$ cat config.mk
export PLATFORM = sky130hd
export DESIGN_NAME = bin2bcd_serial
export DESIGN_NICKNAME = d
export VERILOG_FILES = /design/src/rtl/bin2bcd_serial_pkg.sv /design/src/rtl/bin2bcd_serial_bcd_add3.sv /design/src/rtl/bin2bcd_serial.sv
export SDC_FILE = /design/constraint.sdc
export NUM_CORES = 1
export LEC_CHECK = 0
export BUFFER_PORTS_ARGS = -buffer_cell sky130_fd_sc_hd__buf_2
export CAP_MARGIN = 10
export CORE_MARGIN = 2
export CORE_UTILIZATION = 45
export CTS_CLUSTER_SIZE = 40
export DETAILED_ROUTE_END_ITERATION = 8
export PLACE_DENSITY = 0.67
export SLEW_MARGIN = 30
export SYNTH_ARGS = -nofsm -noshare
export SYNTH_HDL_FRONTEND = slang
export SYNTH_SLANG_ARGS = --single-unit
$ cat constraint.sdc
create_clock -name clock -period 2 [get_ports clock]
set_clock_uncertainty 0.15 [all_clocks]
set_input_delay 0.1 -clock clock [delete_from_list [all_inputs] [get_ports clock]]
set_output_delay 0.1 -clock clock [all_outputs]
set_load 0.005 [all_outputs]
$ cat src/rtl/bin2bcd_serial_pkg.sv
// Shared definitions for the binary-to-BCD front end of the seven-segment display.
// Holds the FSM state encoding, the blank nibble code and the default sizing.
package bin2bcd_serial_pkg;

  localparam int DEF_BIN_W  = 14;
  localparam int DEF_DIGITS = 4;

  // The display decoder renders this code as an unlit digit
  localparam logic [3:0] BLANK_NIBBLE = 4'hF;

  typedef enum logic [1:0] {
    ST_IDLE  = 2'd0,
    ST_SHIFT = 2'd1,
    ST_DONE  = 2'd2
  } state_t;

  // Largest operand that fits in the given number of decimal digits
  function automatic int unsigned max_bcd_value(input int digits);
    int unsigned p;
    p = 1;
    for (int i = 0; i < digits; i++) p = p * 10;
    return p - 1;
  endfunction

endpackage

$ cat src/rtl/bin2bcd_serial_bcd_add3.sv
// bcd_add3: one double-dabble correction cell, adds 3 to a BCD nibble that is 5 or more.
// Latency: combinational. Backpressure: none.
// Instantiated once per scratch digit so the shift never leaves a nibble above 9.
module bcd_add3
  import bin2bcd_serial_pkg::*;
(
  input  logic [3:0] din,
  output logic [3:0] dout
);

  assign dout = (din >= 4'd5) ? din + 4'd3 : din;

endmodule

$ cat src/rtl/bin2bcd_serial.sv
// bin2bcd_serial: serial double-dabble converter; define BIN2BCD_BLANK_EN to blank leading zero digits.
// Latency: start taken at edge N gives done/value in cycle N+BIN_W+1; one conversion per BIN_W+2 cycles.
// Backpressure: none; start is sampled only in IDLE, requests while busy or done are dropped.
module bin2bcd_serial
  import bin2bcd_serial_pkg::*;
#(
  parameter int BIN_W  = DEF_BIN_W,
  parameter int DIGITS = DEF_DIGITS
) (
  input  logic                clock,
  input  logic                reset,
  input  logic                start,
  input  logic [BIN_W-1:0]    bin,
  input  logic [DIGITS-1:0]   dp,
  output logic                busy,
  output logic                done,
  output logic                overflow,
  output logic [4*DIGITS-1:0] value,
  output logic [DIGITS-1:0]   dots
);

  // One headroom digit above the displayed ones so in-range carries are never lost
  localparam int          SCR_D   = DIGITS + 1;
  localparam int          SCR_W   = 4 * SCR_D;
  localparam int          CNT_W   = $clog2(BIN_W + 1);
  localparam int unsigned MAX_VAL = max_bcd_value(DIGITS);

  state_t              state, state_nxt;
  logic [SCR_W-1:0]    scratch, scratch_adj, scratch_nxt;
  logic [BIN_W-1:0]    shreg;
  logic [CNT_W-1:0]    cnt;
  logic [DIGITS-1:0]   dp_q;
  logic                ovf_pend, ovf_final;
  logic                accept, last_iter;
  logic [4*DIGITS-1:0] result_bcd, result_disp;

  always_ff @(posedge clock or negedge reset) begin
    if (!reset) state <= ST_IDLE;
    else        state <= state_nxt;
  end

  always_comb begin
    state_nxt = state;
    busy      = 1'b0;
    done      = 1'b0;
    accept    = 1'b0;
    last_iter = 1'b0;
    case (state)
      ST_IDLE: begin
        if (start) begin
          accept    = 1'b1;
          state_nxt = ST_SHIFT;
        end
      end
      ST_SHIFT: begin
        busy = 1'b1;
        if (cnt == CNT_W'(BIN_W - 1)) begin
          last_iter = 1'b1;
          state_nxt = ST_DONE;
        end
      end
      ST_DONE: begin
        busy      = 1'b1;
        done      = 1'b1;
        state_nxt = ST_IDLE;
      end
      default: state_nxt = ST_IDLE;
    endcase
  end

  for (genvar g = 0; g < SCR_D; g++) begin : g_add3
    bcd_add3 u_add3 (
      .din  (scratch[4*g +: 4]),
      .dout (scratch_adj[4*g +: 4])
    );
  end

  assign scratch_nxt = {scratch_adj[SCR_W-2:0], shreg[BIN_W-1]};
  assign result_bcd  = scratch_nxt[4*DIGITS-1:0];
  // A carry off the headroom digit can only come from an out-of-range operand
  assign ovf_final   = ovf_pend | scratch_adj[SCR_W-1];

  always_ff @(posedge clock or negedge reset) begin
    if (!reset) begin
      scratch  <= '0;
      shreg    <= '0;
      cnt      <= '0;
      dp_q     <= '0;
      ovf_pend <= 1'b0;
    end else if (accept) begin
      scratch  <= '0;
      shreg    <= bin;
      cnt      <= '0;
      dp_q     <= dp;
      ovf_pend <= (32'(bin) > MAX_VAL);
    end else if (state == ST_SHIFT) begin
      scratch  <= scratch_nxt;
      shreg    <= shreg << 1;
      cnt      <= cnt + CNT_W'(1);
      ovf_pend <= ovf_final;
    end
  end

`ifdef BIN2BCD_BLANK_EN
  logic blanking;

  // Walk down from the top digit; the first nonzero digit or set dot ends blanking
  always_comb begin
    blanking    = 1'b1;
    result_disp = result_bcd;
    for (int i = DIGITS - 1; i > 0; i--) begin
      if (dp_q[i] || (result_bcd[4*i +: 4] != 4'd0)) blanking = 1'b0;
      if (blanking) result_disp[4*i +: 4] = BLANK_NIBBLE;
    end
  end
`else
  assign result_disp = result_bcd;
`endif

  // Outputs load on the edge entering DONE so they are valid alongside the done pulse
  always_ff @(posedge clock or negedge reset) begin
    if (!reset) begin
      value    <= '0;
      dots     <= '0;
      overflow <= 1'b0;
    end else if (last_iter) begin
      overflow <= ovf_final;
      value    <= ovf_final ? {DIGITS{4'h9}} : result_disp;
      dots     <= ovf_final ? {DIGITS{1'b1}} : dp_q;
    end
  end

endmodule

==> impl_results.md, run 1 <==
- Status: completed
- DRC viols: 0
- Min Clock Period, post-route: 1.944 ns
- Worst setup margin: 0.05572 ns
- Die width: 89.22 µm
- CP arrival: 2.02 ns
- Clk buf depth: 2
- Max Clk Rate: 514.3 MHz
- Fill count: 658
- Startpoint types: flip-flop
- Synthesized area per cell: 9.584 µm²
- Cell variety after synth: 34
- Final Slew Violations: 0
- Critical Path Max Stage Delay: 0.58 ns
- Clock Sinks: 66
- Largest net degree at the start of global routing: 50
- Post-synth top area share: 50.54%
- Mapped cell area: 0.003268 mm²
- Design Area, Final: 0.004126 mm²
- Initial drt markers: 187
- Top cells by area, synth: dfrtp_1 51%, ha_1 6.1%, mux2i_1 5.5%, nand2_1 5.3%, o21ai_0 5.2%
- Yosys warning count: 0
- Post-Syn Nets: 378
- CP Cell Sequence: buf_4 > o21ai_1 > nor3b_4 > or4_4 > o22a_1
- CP startpoint: scratch[17]
- Layout Nets: 451
- CTS tree: done
- Gp weighted congestion: 0.8252
- Vias per inst: 5.157
- CTS root buf: clkbuf_8
- Sequential cell area fraction in the yosys report: 50.54%
- RR Startpoint: scratch[17]
- Antenna Violating Nets Remaining: 0
- Pleak: 1.949 nW
- Worst vdd ir: 0.5647 mV
- Gr ovfl total: 0
- CP Class: reg -> reg
- Reg clk slew, reported paths: 0.07 ns
- Tcrit/Tclk final: 97.21%
- Wirelength, routed: 7.364 mm
- Maxcap violations: 0
- Slew margin rel.: 71.61%
- Primary FF master, synth: dfrtp_1
- Cell row count: 31
- Ant. Diodes: 0
- #FFs+latches synth: 66
- # IOs: 44
- Setup-failing EPs final: 0
- Hold Path Class: in -> async
- Critical Path RT: 2.08 ns
- Dpl hpwl: 4.643 mm
- Core area: 0.007137 mm²
- H-tree depth reported by CTS: 3
- Global-route wire length before repair: 12.01 mm
- Vias in the first global route: 2522
- Largest area contributor in the netlist: dfrtp_1
- DP Area: 0.003650 mm²
- Final Hold Viols: 0
- Clk_lat worst skew: 0.34 ns
- EDFF count, synth: 0
- Slowest stage cell, crit path: or4_4
- Critical Path Fanout Max: 6
- Via count: 2666
- Buffers on Ports: 43
- Synth Instances: 341
- Area Overhead vs Synth: 26.26%
- DR WL/cell: 14.24 µm
- Fraction of layout cells with a size suffix above 1: 19.62%
- Cell Pwr Density: 1294 mW/mm²
- CP endpoint kind: flip-flop
- DR pass1 iterations: 4
- Initial antenna violation count: 0
- Full die area: 0.007960 mm²
- Initial core utilization: 45.79%
- Die Y: 89.22 µm
- Dpl ws: -0.01853 ns
- Gr usage total: 19.72%
- Pwr Total: 5.339 mW
- Post-synth ARST share: 100.0%
- Slew of the pin with the lowest slew margin: 0.4258 ns
- Inserted Clock Buffers: 9
==> placed cells by master, fill, tap and decap left out, types with 2 or more instances in the layout <==
cell type / n
inv_1: 14
buf_4: 9
dfrtp_1: 66
dlygate4sd3_1: 20
mux2i_1: 18
nand2b_1: 4
nand3_1: 14
o21ai_0: 34
buf_2: 43
a21oi_1: 26
inv_2: 2
ha_4: 2
a211oi_1: 7
xor2_1: 2
nor4_1: 3
a31oi_1: 2
buf_12: 2
clkbuf_8: 10
o32ai_1: 2
or4_4: 2
xnor2_1: 6
o22a_1: 5
a22o_1: 2
nor2b_1: 3
nor3b_1: 6
nand2_1: 46
nor3_1: 2
clkinv_2: 2
o21ai_1: 7
ha_1: 13
nor2_1: 29
clkbuf_1: 2
==> Yosys cell counts, types with 3 or more instances <==
| cell type | instances |
|---|---|
| nor3b_1 | 7 |
| o22a_1 | 5 |
| nor4_1 | 3 |
| buf_1 | 4 |
| o21ai_0 | 34 |
| o21ai_1 | 7 |
| dfrtp_1 | 66 |
| nand3_1 | 14 |
| nand2b_1 | 5 |
| ha_1 | 16 |
| buf_2 | 3 |
| a211oi_1 | 7 |
| nor2b_1 | 3 |
| inv_1 | 16 |
| nor2_1 | 29 |
| nand2_1 | 46 |
| xnor2_1 | 6 |
| a21oi_1 | 26 |
| mux2i_1 | 18 |
| clkbuf_1 | 7 |
==> metrics by stage <==
step           setup TNS [ns]  hold WS [ns]  std cells  util (%)
2_1_floorplan               0       -0.3456        341         -
3_3_place_gp                0      -0.09144        479     51.14
3_5_place_dp         -0.05369      -0.08914        479     51.14
4_1_cts                     0       0.08521        514     56.54
5_1_grt             -0.001965        0.1291        517     57.82
6_report                    0       0.07947        517     57.82
==> metal layers <==
metal	track usage [%]	vias to the layer above	routed length [µm]
li1	-	1333	-
met4	9.227	0	159
met5	0	-	0
met2	29.90	66	3328
met1	27.41	1254	3536
met3	3.693	13	340
==> power breakdown <==
group          switching (mW)  leakage [nW]  internal [mW]  total [mW]
combinational            1.18         0.981          0.980        2.16
sequential              0.351         0.871           1.74        2.09
clock                   0.484        0.0962          0.600        1.08
==> cell families after synthesis <==
logic type | synth area share, %
xor+xnor | 2.144
buf+inv | 3.905
simple gates | 16.54
fa+ha+maj | 6.126
flops | 50.54
compound gates | 14.89
mux | 5.857
==> critical path, delay by kind of cell (launching register included) <==
| family | cells | cell delay, ns |
|---|---|---|
| AOI/OAI and AO/OA | 2 | 0.49 |
| and+or+nand+nor | 2 | 0.67 |
| buffers and inverters | 1 | 0.14 |
| DFF | 1 | 0.39 |
==> state kept, by name, indices dropped and copies added (netlist names) <==
register	flops
value	16
overflow	1
scratch	20
state	2
ovf_pend	1
dp_q	4
cnt	4
shreg	14
dots	4
==> final timing paths <==
check / endpoint / slack [ns] / cells after the start
max reg2reg: dots[0] / 0.06 / 5
min: overflow / 0.08 / 2
max: dots[0] / 0.06 / 5
min reg2reg: dp_q[1] / 0.33 / 2
min in group clock: dp_q[1] / 0.33 / 2
max in group asynchronous: shreg[3] / 1.02 / 3
==> layout make-up <==
| type | count | area, µm² | share of cell area [%] |
|---|---|---|---|
| clock inverter | 3 | 40.04 | 0.9703 |
| multi-input combinational | 245 | 1546 | 37.48 |
| sequential | 66 | 1652 | 40.02 |
| inverter | 16 | 60.06 | 1.455 |
| tap | 99 | 123.9 | 3.002 |
| clock buffer | 12 | 145.1 | 3.517 |
| timing repair buffer | 76 | 559.3 | 13.55 |
==> repair_timing <==
action / 4_1_cts / 5_1_grt
hold buffers: 20 / 0
resized for setup: 0 / 11
setup buffers: 0 / 1
pin swaps: 1 / 6
gates cloned: 0 / 2
hold endpoints to repair: 86 / 0
setup endpoints to repair: 5 / 22
Power figures use the tool's default switching activity.
==> run 2: changes to the inputs <==
GPL_TIMING_DRIVEN = 1   (was unset)
REMOVE_ABC_BUFFERS = 1   (was unset)
==> impl_results.md, run 2 (synthesis gave the netlist of run 1 again) <==
- CP startpoint: scratch[16] (was scratch[17])
- RR Startpoint: scratch[16] (was scratch[17])
- CP arrival: 2.04 ns (was 2.02 ns)
- Cell row count: 31 (unchanged)
- Global-route wire length before repair: 12.21 mm (was 12.01 mm)
- # IOs: 44 (unchanged)
- Non-filler cells, final: 515 (was 517)
- Critical Path Fanout Max: 6 (unchanged)
- Min Clock Period, post-route: 1.970 ns (was 1.944 ns)
- Worst Path Buf+Inv: 0 (was 1)
- Slew of the pin with the lowest slew margin: 0.3785 ns (was 0.4258 ns)
- Antenna Violating Nets Remaining: 0 (unchanged)
- Die Y: 89.22 µm (unchanged)
- DR WL/cell: 14.13 µm (was 14.24 µm)
- Gr usage total: 19.83% (was 19.72%)
- CP Class: reg -> reg (unchanged)
- Critical Path RT: 2.07 ns (was 2.08 ns)
- Critical Path Max Stage Delay: 0.56 ns (was 0.58 ns)
- Cell Pwr Density: 1314 mW/mm² (was 1294 mW/mm²)
- Gp weighted congestion: 0.8481 (was 0.8252)
- Core area: 0.007137 mm² (unchanged)
- Vias per inst: 5.161 (was 5.157)
- Status: completed (unchanged)
- Reg clk slew, reported paths: 0.07 ns (about the same)
- Buffers on Ports: 43 (unchanged)
- Largest net degree at the start of global routing: 67 (was 50)
- Max Clk Rate: 507.7 MHz (was 514.3 MHz)
- Inst Count DP: 477 (was 479)
- Commonest non-fill, non-tap cell in the layout: dfrtp_1 (unchanged)
- Initial antenna violation count: 0 (unchanged)
- Full die area: 0.007960 mm² (unchanged)
- Largest register by flop count: scratch (unchanged)
- DRC viols: 0 (unchanged)
- Most frequent cells in the layout: 66 x dfrtp_1, 46 x nand2_1, 43 x buf_2, 34 x o21ai_0, 29 x nor2_1 (unchanged)
- Worst vdd ir: 0.6368 mV (was 0.5647 mV)
- Clock Sinks: 66 (unchanged)
- CTS tree: done (unchanged)
- Via count: 2658 (was 2666)
- Layout Nets: 448 (was 451)
- Die width: 89.22 µm (unchanged)
- CP endpoint kind: flip-flop (unchanged)
- DR pass1 iterations: 4 (unchanged)
- Pleak: 1.941 nW (was 1.949 nW)
- Final hold slack: 0.1747 ns (was 0.07947 ns)
- Clk_lat worst skew: 0.34 ns (about the same)
- Ant. Diodes: 0 (unchanged)
- Wirelength, routed: 7.279 mm (was 7.364 mm)
- Startpoint types: flip-flop (unchanged)
- H-tree depth reported by CTS: 3 (unchanged)
- Inserted Clock Buffers: 9 (unchanged)
- Initial drt markers: 140 (was 187)
- Final Hold Viols: 0 (unchanged)
- Tcrit/Tclk final: 98.49% (was 97.21%)
- Vias in the first global route: 2687 (was 2522)
- Area Overhead vs Synth: 25.96% (was 26.26%)
- Max reg flops: 20 (unchanged)
- Maxcap violations: 0 (unchanged)
- Fraction of layout cells with a size suffix above 1: 19.23% (was 19.62%)
- Slew margin rel.: 74.77% (was 71.61%)
- CP Cell Sequence: ha_1 > nand2b_4 > nor3b_4 > or4_4 > o22a_1 (was buf_4 > o21ai_1 > nor3b_4 > or4_4 > o22a_1)
- Layout Utilization: 57.68% (was 57.82%)
- CP top delay family: simple AND/OR/NAND/NOR gates (unchanged)
- Hold Path Class: in -> async (unchanged)
- Clk buf depth: 2 (unchanged)
- Final Slew Violations: 0 (unchanged)
- Top Registers: scratch x20, value x16, shreg x14 (unchanged)
- CTS root buf: clkbuf_8 (unchanged)
- Initial core utilization: 45.79% (unchanged)
- Slowest stage cell, crit path: or4_4 (unchanged)
- Gr ovfl total: 0 (unchanged)
- Setup-failing EPs final: 0 (unchanged)
- Dpl hpwl: 4.518 mm (was 4.643 mm)
-- run 2: layout make-up --
type                       instances  area (µm²)
clock buffer                      11       141.4
inverter                          16       60.06
multi-input combinational        245        1534
fill                             655        3020
timing repair buffer              73       528.0
tap                               99       123.9
clock inverter                     5       77.57
sequential                        66        1652
-- run 2: through the flow --
| stage | area, µm² | total power, mW | setup WS [ns] | TNS (ns) |
|---|---|---|---|---|
| 2_1_floorplan | 3201 | 3.468 | -1.059 | -34.86 |
| 3_3_place_gp | 3647 | 4.011 | 0.02377 | 0 |
| 3_5_place_dp | 3647 | 4.089 | -0.05567 | -0.2536 |
| 4_1_cts | 4069 | 5.379 | 0.0002940 | 0 |
| 5_1_grt | 4116 | 5.866 | -0.01198 | -0.03665 |
| 6_report | 4116 | 5.410 | 0.03022 | 0 |
-- run 2: worst paths after layout --
check | end | slack, ns | depth (start not counted)
min reg2reg | dp_q[3] | 0.33 | 2
min in group clock | dp_q[3] | 0.33 | 2
max reg2reg | dots[3] | 0.03 | 5
min | value[7] | 0.17 | 3
max | dots[3] | 0.03 | 5
max in group asynchronous | state[1] | 1.23 | 3
-- run 2: what timing repair did --
item / in CTS / in global routing
gates resized for setup: 2 / 6
pin swaps: 2 / 1
buffers inserted: 0 / 1
cloned: 0 / 1
hold endpoints to repair: 86 / 0
endpoints found under the setup margin: 5 / 6
hold buffers: 20 / 0
-- run 2: tightest hold or removal path, cell delays in order --
cell	delay, ns
dlygate4sd3_1	0.54
buf_2	0.13
buf_12	0.31
-- run 2: layer usage --
metal / wire, µm / track usage (%) / vias up
li1: - / - / 1320
met1: 3271 / 24.39 / 1275
met2: 3591 / 34.48 / 55
met3: 328 / 5.817 / 8
met4: 88 / 4.613 / 0
met5: 0 / 0 / -
-- run 2: power by group --
group	switching, mW	leakage, nW	total [mW]	internal (mW)
logic	1.15	0.961	2.08	0.932
registers	0.356	0.871	2.10	1.74
clock network	0.502	0.109	1.23	0.732
total	2.01	1.94	5.41	3.40
==> run 3: changes to the inputs <==
BUFFER_PORTS_ARGS = -buffer_cell sky130_fd_sc_hd__clkbuf_2   (was -buffer_cell sky130_fd_sc_hd__buf_2)
==> impl_results.md, run 3 (synthesis gave the netlist of run 1 again) <==
- RR Startpoint: scratch[17] (was scratch[16])
- CP Class: reg -> reg (unchanged)
- Initial drt markers: 130 (was 140)
- Buffers on Ports: 43 (unchanged)
- Clk buf depth: 2 (unchanged)
- Clock Sinks: 66 (unchanged)
- Vias per inst: 5.229 (was 5.161)
- Pleak: 1.942 nW (was 1.941 nW)
- Max Clk Rate: 513.6 MHz (was 507.7 MHz)
- Final TNS setup: 0 ns (unchanged)
- Critical Path Max Stage Delay: 0.58 ns (was 0.56 ns)
- Final Hold Viols: 0 (unchanged)
- # IOs: 44 (unchanged)
- Final hold slack: 0.2145 ns (was 0.1747 ns)
- CTS root buf: clkbuf_8 (unchanged)
- Final Slew Violations: 0 (unchanged)
- Commonest non-fill, non-tap cell in the layout: dfrtp_1 (unchanged)
- Non-filler cells, final: 520 (was 515)
- CP arrival: 2.02 ns (was 2.04 ns)
- Min Clock Period, post-route: 1.947 ns (was 1.970 ns)
- CP startpoint: scratch[17] (was scratch[16])
- Worst vdd ir: 0.6742 mV (was 0.6368 mV)
- Wirelength, routed: 7.213 mm (was 7.279 mm)
- Critical Path RT: 2.07 ns (about the same)
- Slew margin rel.: 71.55% (was 74.77%)
- Startpoint types: flip-flop (unchanged)
- Via count: 2719 (was 2658)
- Reg2reg setup slack: 0.05 ns (was 0.03 ns)
- Pwr Total: 5.331 mW (was 5.410 mW)
- Largest register by flop count: scratch (unchanged)
- Inst Count DP: 479 (was 477)
- DR pass1 iterations: 4 (unchanged)
- Core area: 0.007137 mm² (unchanged)
- CP endpoint kind: flip-flop (unchanged)
- Largest net degree at the start of global routing: 49 (was 67)
- Initial core utilization: 45.79% (unchanged)
- Maxcap violations: 0 (unchanged)
- Number of cells on the worst reg-to-reg path: 6 (was 5)
- DRC viols: 0 (unchanged)
- Multi-input logic area: 0.001550 mm² (was 0.001534 mm²)
- Ant. Diodes: 0 (unchanged)
- Critical Path Fanout Max: 6 (unchanged)
- Global-route wire length before repair: 11.89 mm (was 12.21 mm)
- Initial antenna violation count: 0 (unchanged)
- Reg clk slew, reported paths: 0.07 ns (about the same)
- CTS tree: done (unchanged)
- Max reg flops: 20 (unchanged)
- DR WL/cell: 13.87 µm (was 14.13 µm)
- Slew of the pin with the lowest slew margin: 0.4268 ns (was 0.3785 ns)
- Cell row count: 31 (unchanged)
- Gp weighted congestion: 0.7916 (was 0.8481)
- Clk_lat worst skew: 0.34 ns (about the same)
- Fraction of layout cells with a size suffix above 1: 20.90% (was 19.23%)
- Fill count: 650 (was 655)
- Area Overhead vs Synth: 26.88% (was 25.96%)
- Top Registers: scratch x20, value x16, shreg x14 (unchanged)
- Layout Nets: 453 (was 448)
- Status: completed (unchanged)
- Die Y: 89.22 µm (unchanged)
- Gr usage total: 19.51% (was 19.83%)
- Critical R2R Capture: dots[0] (was dots[3])
- Register Area: 0.001653 mm² (was 0.001652 mm²)
- Vias in the first global route: 2631 (was 2687)
- Gr ovfl total: 0 (unchanged)
- Die width: 89.22 µm (unchanged)
- Setup-failing EPs final: 0 (unchanged)
- Most frequent cells in the layout: 65 x dfrtp_1, 46 x nand2_1, 43 x clkbuf_2, 34 x o21ai_0, 29 x nor2_1 (was 66 x dfrtp_1, 46 x nand2_1, 43 x buf_2, 34 x o21ai_0, 29 x nor2_1)
- Antenna Violating Nets Remaining: 0 (unchanged)
- Slowest stage cell, crit path: or4_4 (unchanged)
- Cell Pwr Density: 1286 mW/mm² (was 1314 mW/mm²)
- Tcrit/Tclk final: 97.35% (was 98.49%)
- Hold Path Class: in -> async (unchanged)
- H-tree depth reported by CTS: 3 (unchanged)
- CP Cell Sequence: inv_2 > ha_4 > nand2b_4 > nor3b_4 > or4_4 > o22a_1 (was ha_1 > nand2b_4 > nor3b_4 > or4_4 > o22a_1)
- Full die area: 0.007960 mm² (unchanged)
- Dpl hpwl: 4.641 mm (was 4.518 mm)
- Inserted Clock Buffers: 9 (unchanged)
-- run 3: worst max-delay path by stage --
stage / endpoint
3_3_place_gp: dots[3]
3_5_place_dp: dots[0]
5_1_grt: dots[2]
2_1_floorplan: value[0]
6_report: dots[0]
4_1_cts: dots[0]
-- run 3: timing repair --
action | 4_1_cts | 5_1_grt
setup endpoints to repair | 5 | 20
pin swaps | 1 | 5
hold buffers | 21 | 0
resized for setup | 1 | 11
cloned | 0 | 1
hold endpoints to repair | 86 | 0
buffers inserted | 0 | 3
-- run 3: where the power goes --
part           internal (mW)  switching (mW)
clock                  0.637           0.490
sequential              1.74           0.352
combinational          0.956            1.15
-- run 3: layout make-up --
cell class,count,area share (%)
Timing Repair Buffer,78,13.40
Tap cell,99,2.987
Multi-Input combinational cell,245,37.39
Clock inverter,5,1.267
Clock buffer,11,3.651
Inverter,16,1.448
Sequential cell,66,39.86
-- run 3: metal layers --
layer	vias up	wire length, µm	global-route usage [%]
met5	-	0	0
met4	0	82	4.478
met3	8	335	5.910
met2	64	3642	34.07
met1	1312	3152	23.77
li1	1335	-	-
-- run 3: critical path, delay by kind of cell (launching register included) --
family / cells / cell delay (ns)
AND/OR/NAND/NOR: 3 / 0.86
flip-flops: 1 / 0.39
AO/OA/AOI/OAI: 1 / 0.19
adder cells (fa/ha/maj): 1 / 0.16
buffers and inverters: 1 / 0.09
-- run 3: through the flow --
stage | worst slack, ns | utilization (%) | cell area [µm²]
floorplan | -1.059 | - | 3201
global placement | 0.04470 | 51.14 | 3650
detailed placement | -0.02736 | 51.14 | 3650
CTS | 0.001479 | 56.98 | 4066
global route | -0.01547 | 58.10 | 4146
finish | 0.05300 | 58.10 | 4146
